$ cat src/rtl/sram_arbiter_pkg.sv
// sram_arbiter_pkg: shared definitions for the SRAM controller/arbiter.
//   - state_t     : controller FSM states
//   - BE_*        : active-low byte-enable patterns (whole word, single bytes, none)
//   - *_DEF       : default timing/window parameters
//   - CNT_W       : width of the strobe-cycle counter (supports up to 256 cycles)
//   - in_access() : true for states that drive ce_n low
package sram_arbiter_pkg;

  typedef enum logic [2:0] {
    ST_IDLE,
    ST_READ,
    ST_WRITE,
    ST_WREC,
    ST_ACK
  } state_t;

  localparam logic [3:0] BE_WORD  = 4'b0000;
  localparam logic [3:0] BE_BYTE0 = 4'b1110;
  localparam logic [3:0] BE_BYTE1 = 4'b1101;
  localparam logic [3:0] BE_BYTE2 = 4'b1011;
  localparam logic [3:0] BE_BYTE3 = 4'b0111;
  localparam logic [3:0] BE_NONE  = 4'b1111;

  localparam int unsigned RD_CYCLES_DEF = 2;
  localparam int unsigned WR_CYCLES_DEF = 2;
  localparam int unsigned RAM_AW_DEF    = 20;
  localparam logic [31:0] BASE_ADDR_DEF = 32'h8000_0000;
  localparam int unsigned CNT_W         = 8;

  function automatic logic in_access(input state_t s);
    return (s == ST_READ) || (s == ST_WRITE) || (s == ST_WREC);
  endfunction

endpackage

$ cat src/rtl/sram_arb_pick.sv
// sram_arb_pick: combinational grant selection between fetch and data ports.
//   if_req, dm_req : pending requests
//   last_dm        : 1 if the previous grant went to the data port
//   grant_vld      : some port is requesting
//   grant_dm       : 1 = grant data port, 0 = grant fetch port
// Build option: SRAM_ARB_RR_EN selects round-robin between simultaneous
// requesters; otherwise the data port has fixed priority.
module sram_arb_pick (
  input  logic if_req,
  input  logic dm_req,
  input  logic last_dm,
  output logic grant_vld,
  output logic grant_dm
);

`ifdef SRAM_ARB_RR_EN
  always_comb begin
    grant_vld = if_req | dm_req;
    // Contention goes to whichever port was not served last.
    grant_dm  = dm_req & (~if_req | ~last_dm);
  end
`else
  logic unused_last_dm;
  assign unused_last_dm = last_dm;

  always_comb begin
    grant_vld = if_req | dm_req;
    grant_dm  = dm_req;
  end
`endif

endmodule

$ cat src/rtl/sram_arbiter.sv
// sram_arbiter: single-port asynchronous SRAM controller shared by the
// instruction-fetch port (if_*) and the data-memory port (dm_*).
//   clk, rst_n                 : clock, asynchronous active-low reset
//   if_req/if_addr             : fetch request and byte address
//   if_ack/if_err/if_rdata     : one-cycle completion, address error, read word
//   dm_req/dm_we/dm_addr       : data request, write flag, byte address
//   dm_wdata/dm_be_n           : lane-aligned write data, active-low byte enables
//   dm_ack/dm_err/dm_rdata     : one-cycle completion, address error, read word
//   ram_addr/ram_be_n          : SRAM word address and byte enables
//   ram_ce_n/ram_oe_n/ram_we_n : SRAM strobes
//   ram_data_o/ram_data_oe     : write data and bus drive enable
//   ram_data_i                 : SRAM read data
// Build option: SRAM_ARB_RR_EN (see sram_arb_pick) selects round-robin grant.
// All outputs are registered; strobes for a state are loaded from the
// next-state value so they change on the same edge as the state itself.
module sram_arbiter
  import sram_arbiter_pkg::*;
#(
  parameter int unsigned RD_CYCLES = RD_CYCLES_DEF,
  parameter int unsigned WR_CYCLES = WR_CYCLES_DEF,
  parameter logic [31:0] BASE_ADDR = BASE_ADDR_DEF,
  parameter int unsigned RAM_AW    = RAM_AW_DEF
) (
  input  logic              clk,
  input  logic              rst_n,
  input  logic              if_req,
  input  logic [31:0]       if_addr,
  output logic              if_ack,
  output logic              if_err,
  output logic [31:0]       if_rdata,
  input  logic              dm_req,
  input  logic              dm_we,
  input  logic [31:0]       dm_addr,
  input  logic [31:0]       dm_wdata,
  input  logic [3:0]        dm_be_n,
  output logic              dm_ack,
  output logic              dm_err,
  output logic [31:0]       dm_rdata,
  output logic [RAM_AW-1:0] ram_addr,
  output logic [3:0]        ram_be_n,
  output logic              ram_ce_n,
  output logic              ram_oe_n,
  output logic              ram_we_n,
  output logic [31:0]       ram_data_o,
  output logic              ram_data_oe,
  input  logic [31:0]       ram_data_i
);

  localparam logic [CNT_W-1:0] RD_LAST = CNT_W'(RD_CYCLES - 1);
  localparam logic [CNT_W-1:0] WR_LAST = CNT_W'(WR_CYCLES - 1);
  // 64-bit bounds so a window ending at 2^32 does not wrap.
  localparam logic [63:0] WIN_LO = {32'd0, BASE_ADDR};
  localparam logic [63:0] WIN_HI = WIN_LO + (64'd4 << RAM_AW);

  state_t           state, state_nx;
  logic [CNT_W-1:0] cnt;
  logic             last_dm;
  logic             g_dm;
  logic             grant_vld, grant_dm;
  logic [31:0]      sel_addr;
  logic [3:0]       sel_be;
  logic             sel_we;
  logic             win_ok;
  logic             ce_nx, oe_nx, we_nx, doe_nx;
  logic             ack_dm, ack_err;

  sram_arb_pick u_pick (
    .if_req    (if_req),
    .dm_req    (dm_req),
    .last_dm   (last_dm),
    .grant_vld (grant_vld),
    .grant_dm  (grant_dm)
  );

  assign sel_addr = grant_dm ? dm_addr  : if_addr;
  assign sel_be   = grant_dm ? dm_be_n  : BE_WORD;
  assign sel_we   = grant_dm & dm_we;
  assign win_ok   = ({32'd0, sel_addr} >= WIN_LO) && ({32'd0, sel_addr} < WIN_HI);

  // Leaving IDLE goes straight to ACK only for an address error, so the
  // ack routing/error flag come from the live grant in that case.
  assign ack_dm  = (state == ST_IDLE) ? grant_dm : g_dm;
  assign ack_err = (state == ST_IDLE);

  always_ff @(posedge clk or negedge rst_n) begin
    if (!rst_n) state <= ST_IDLE;
    else        state <= state_nx;
  end

  always_comb begin
    state_nx = state;
    case (state)
      ST_IDLE: begin
        if (grant_vld) begin
          if (!win_ok)     state_nx = ST_ACK;
          else if (sel_we) state_nx = ST_WRITE;
          else             state_nx = ST_READ;
        end
      end
      ST_READ:  if (cnt == RD_LAST) state_nx = ST_ACK;
      ST_WRITE: if (cnt == WR_LAST) state_nx = ST_WREC;
      ST_WREC:  state_nx = ST_ACK;
      ST_ACK:   state_nx = ST_IDLE;
      default:  state_nx = ST_IDLE;
    endcase
    ce_nx  = ~in_access(state_nx);
    oe_nx  = (state_nx != ST_READ);
    we_nx  = (state_nx != ST_WRITE);
    doe_nx = (state_nx == ST_WRITE) || (state_nx == ST_WREC);
  end

  always_ff @(posedge clk or negedge rst_n) begin
    if (!rst_n) begin
      cnt         <= '0;
      last_dm     <= 1'b0;
      g_dm        <= 1'b0;
      ram_ce_n    <= 1'b1;
      ram_oe_n    <= 1'b1;
      ram_we_n    <= 1'b1;
      ram_data_oe <= 1'b0;
      ram_be_n    <= BE_NONE;
      ram_addr    <= '0;
      ram_data_o  <= '0;
      if_ack      <= 1'b0;
      if_err      <= 1'b0;
      dm_ack      <= 1'b0;
      dm_err      <= 1'b0;
      if_rdata    <= '0;
      dm_rdata    <= '0;
    end else begin
      ram_ce_n    <= ce_nx;
      ram_oe_n    <= oe_nx;
      ram_we_n    <= we_nx;
      ram_data_oe <= doe_nx;
      if_ack      <= 1'b0;
      if_err      <= 1'b0;
      dm_ack      <= 1'b0;
      dm_err      <= 1'b0;

      if (state_nx != state)
        cnt <= '0;
      else if (state == ST_READ || state == ST_WRITE)
        cnt <= cnt + 1'b1;

      if (state == ST_IDLE && grant_vld) begin
        g_dm    <= grant_dm;
        last_dm <= grant_dm;
        if (win_ok) begin
          ram_addr <= sel_addr[RAM_AW+1:2];
          ram_be_n <= sel_be;
          if (sel_we) ram_data_o <= dm_wdata;
        end
      end else if (ce_nx) begin
        ram_be_n <= BE_NONE;
      end

      if (state_nx == ST_ACK) begin
        if (ack_dm) begin
          dm_ack <= 1'b1;
          dm_err <= ack_err;
        end else begin
          if_ack <= 1'b1;
          if_err <= ack_err;
        end
      end

      if (state == ST_READ && state_nx == ST_ACK) begin
        if (g_dm) dm_rdata <= ram_data_i;
        else      if_rdata <= ram_data_i;
      end
    end
  end

endmodule

$ cat config.mk
export PLATFORM = sky130hd
export DESIGN_NAME = sram_arbiter
export DESIGN_NICKNAME = d
export VERILOG_FILES = /design/src/rtl/sram_arbiter_pkg.sv /design/src/rtl/sram_arb_pick.sv /design/src/rtl/sram_arbiter.sv
export SDC_FILE = /design/constraint.sdc
export NUM_CORES = 1
export LEC_CHECK = 0
export CAP_MARGIN = 15
export CORE_MARGIN = 2
export CORE_UTILIZATION = 35
export CTS_BUF_LIST = sky130_fd_sc_hd__clkbuf_8
export CTS_CLUSTER_DIAMETER = 100
export CTS_CLUSTER_SIZE = 20
export DETAILED_ROUTE_END_ITERATION = 12
export GPL_ROUTABILITY_DRIVEN = 0
export PLACE_DENSITY = 0.7
export SLEW_MARGIN = 30
export SYNTH_ARGS = -nofsm -noshare
export SYNTH_HDL_FRONTEND = slang
export SYNTH_SLANG_ARGS = --single-unit
export TNS_END_PERCENT = 1
$ cat constraint.sdc
create_clock -name clk -period 2.7 [get_ports clk]
set_input_delay 0.54 -clock clk [delete_from_list [all_inputs] [get_ports clk]]
set_output_delay 0.54 -clock clk [all_outputs]
set_load 0.05 [all_outputs]
==> flow_summary.yaml <==
status:
  outcome: "finished clean"
worst_setup_path:
  path_buf_inv: 1
  crit_path_max_fanout: 1
  critPathLaunch: "ram_ce_n$_DFF_PN1_"
  crit_type: "reg2out"
  r2r-start: "cnt[6]$_DFFE_PN0P_"
  crit_chain: "clkdlybuf4s50_1"
  critPathArrivalTime_ps: 1830
  cp_data_required_time_ps: 2160
  reg2reg_depth: 5
  r2r_slack_ps: 600
  end_kind: "output pin"
  r2r-end: "if_rdata[6]$_DFFE_PN0P_"
  critPathTopFamily: "buffers and inverters"
  crit_slowest_cell: "clkdlybuf4s50_1"
  cpPeakStageDelay_ps: 870
  startpoint_type: "flop"
hold_path:
  hold_class: "in2async"
clocking:
  post-cts-setup-buffers: 0
  cts_hold_buf: 0
  htreeDepth: 4
  numCtsBuffers: 17
  clk_latency_ps: 430
  root_buffer: "clkbuf_8"
  cts_tree: "done"
  cts.clk_slew.worst_paths_ps: 80
  clock_sinks: 140
  ctsResizeCount: 0
  cts_buffer_depth: 2
logic_synthesis:
  syn_nets: 555
  synthArstFlopShare_pct: 100
  netlist_instances: 416
  yosys_warnings: 0
  avgSynthCellArea_um2: 13.9
  netlist_area_um2: 5780
  synth_cell_types: 46
  ys_seq_elements: 140
  ys_seq_area_share_pct: 60.8
  synth_ff_type: "dfrtp_1"
  synth-edff-count: 0
drt:
  wl_met1_um: 6340
  ant_nets: 0
  num_vias: 4454
  via_per_inst: 4.84
  met2WireLength_um: 7700
  routedWlPerCell_um: 16.9
  drc_errors: 0
  totalWireLength_um: 15600
  drtIter0Drc: 167
  routed.top_layer: "met4"
  drt-pass1-iter-count: 4
  dr_wl_met3_um: 1360
sta:
  fin_worst_skew_ps: 15.2
  rsz0062_at_grt: "false"
  hold_viol: 0
  maxSlewHeadroom_pct: 58.7
  hold_ws_ps: 32.7
  slew_viol_final: 0
  setup_viol: 0
  worst-slew-pin-transition_ps: 617
  fin_crit_ps: 2370
  fmax_ghz: 0.422
  final.setup.tns_ps: 0
  period_share_pct: 87.7
power_and_ir_drop:
  irDropWorstVdd_uv: 270
  p_leak_nw: 4.01
  power.total_mw: 4.65
  power_density_nw_per_um2: 512
final_layout:
  final_cell_area_um2: 9080
  multi_input_area_um2: 2140
  fillers: 1321
  layout_commonest_cell: "clkdlybuf4s50_1"
  final_cell_mix: "clkdlybuf4s50_1, dfrtp_1, mux2_2"
  fin_nets: 830
  drive_gt1_share_pct: 22.6
  area_growth_pct: 57.2
  n_antenna_cell: 0
  seqCellArea_um2: 3510
floorplan:
  core_region_area_um2: 16000
  die_x_um: 132
  initial_core_util_pct: 36.1
  die_y_um: 132
  ios: 265
  placementRows: 46
  die-area_um2: 17500
global_route:
  grt_max_degree: 58
  antenna_found_initial: 0
  grt_pass1_vias: 4684
  grt_util_all_layers_pct: 18.1
  grt_overflow: 0
  grt_pass1_wl_um: 24900
place:
  io_buffers: 260
  placed_area_um2: 8720
  hpwl_um: 11800
job:
  maxCapViolCount: 0
==> through the flow <==
stage	utilization [%]	worst slack [ps]	instances
2_1_floorplan	-	761	416
3_3_place_gp	54.5	-12.2	888
3_5_place_dp	54.5	-92.9	888
4_1_cts	56.7	275	920
5_1_grt	56.7	270	920
6_report	56.7	331	920
==> sequential cells by signal, indices dropped and copies added (netlist names) <==
name and cells:
ram_we_n 1, ram_oe_n 1, if_ack 1, dm_ack 1, state 3, ram_be_n 4, dm_rdata 32, ram_ce_n 1
if_err 1, cnt 8, g_dm 1, dm_err 1, ram_data_o 32, ram_data_oe 1, ram_addr 20, if_rdata 32
==> layer usage <==
layer	vias up	global-route usage, %
met4	0	6.39
li1	2054	-
met1	2174	21.4
met3	14	6.59
met5	-	0
met2	212	30.5
==> synth_stat cells (2+ instances only) <==
cell	number	area share, %
nand2b_1	2	0.22
o31ai_1	2	0.26
nor2_1	15	0.97
clkbuf_1	9	0.58
mux2_1	3	0.58
buf_6	3	0.58
a21o_1	2	0.26
inv_1	3	0.19
mux2_2	93	18
nand4_2	2	0.43
ha_1	2	0.43
xnor2_1	5	0.76
xor2_1	3	0.46
nor3_1	4	0.35
nand3_1	5	0.43
a21oi_1	2	0.17
dfrtp_1	133	58
o21ai_0	46	4.0
nand4_1	7	0.76
buf_2	10	0.87
nor4_1	3	0.32
nand2_1	7	0.46
and3_1	4	0.43
mux2i_1	22	3.8
dfstp_2	7	3.2
nor3b_1	2	0.26
==> worst max path at each step <==
| stage | to | depth (start not counted) | slack [ps] |
|---|---|---|---|
| 3_3_place_gp | ram_data_o[1]$_DFFE_PN0P_ | 7 | -10 |
| 2_1_floorplan | if_rdata[17]$_DFFE_PN0P_ | 5 | 760 |
| 6_report | ram_ce_n | 1 | 330 |
| 3_5_place_dp | cnt[7]$_DFFE_PN0P_ | 8 | -90 |
| 4_1_cts | ram_ce_n | 1 | 280 |
| 5_1_grt | ram_ce_n | 1 | 270 |
==> cell families after synthesis <==
| group | after synthesis | synth area share [%] |
|---|---|---|
| flops | 140 | 60.8 |
| xor+xnor | 8 | 1.21 |
| compound gates | 60 | 5.81 |
| simple gates | 61 | 6.78 |
| buf+inv | 27 | 2.43 |
| fa+ha+maj | 2 | 0.433 |
| mux | 118 | 22.5 |
==> power breakdown <==
| group | switching, mW | internal (mW) | leakage [nW] |
|---|---|---|---|
| clock | 0.825 | 0.727 | 0.191 |
| sequential | 0.0737 | 2.16 | 1.85 |
| combinational | 0.474 | 0.389 | 1.97 |
| total | 1.37 | 3.28 | 4.01 |
==> final cells by class <==
class / instances / share of cell area [%]
clock buffer: 17 / 2.58
clock inverter: 15 / 1.41
inverter: 3 / 0.124
multi-input combinational: 249 / 23.5
sequential: 140 / 38.7
tap: 216 / 2.98
timing repair buffer: 280 / 30.7
No activity file was read; power rests on OpenSTA's default activity.
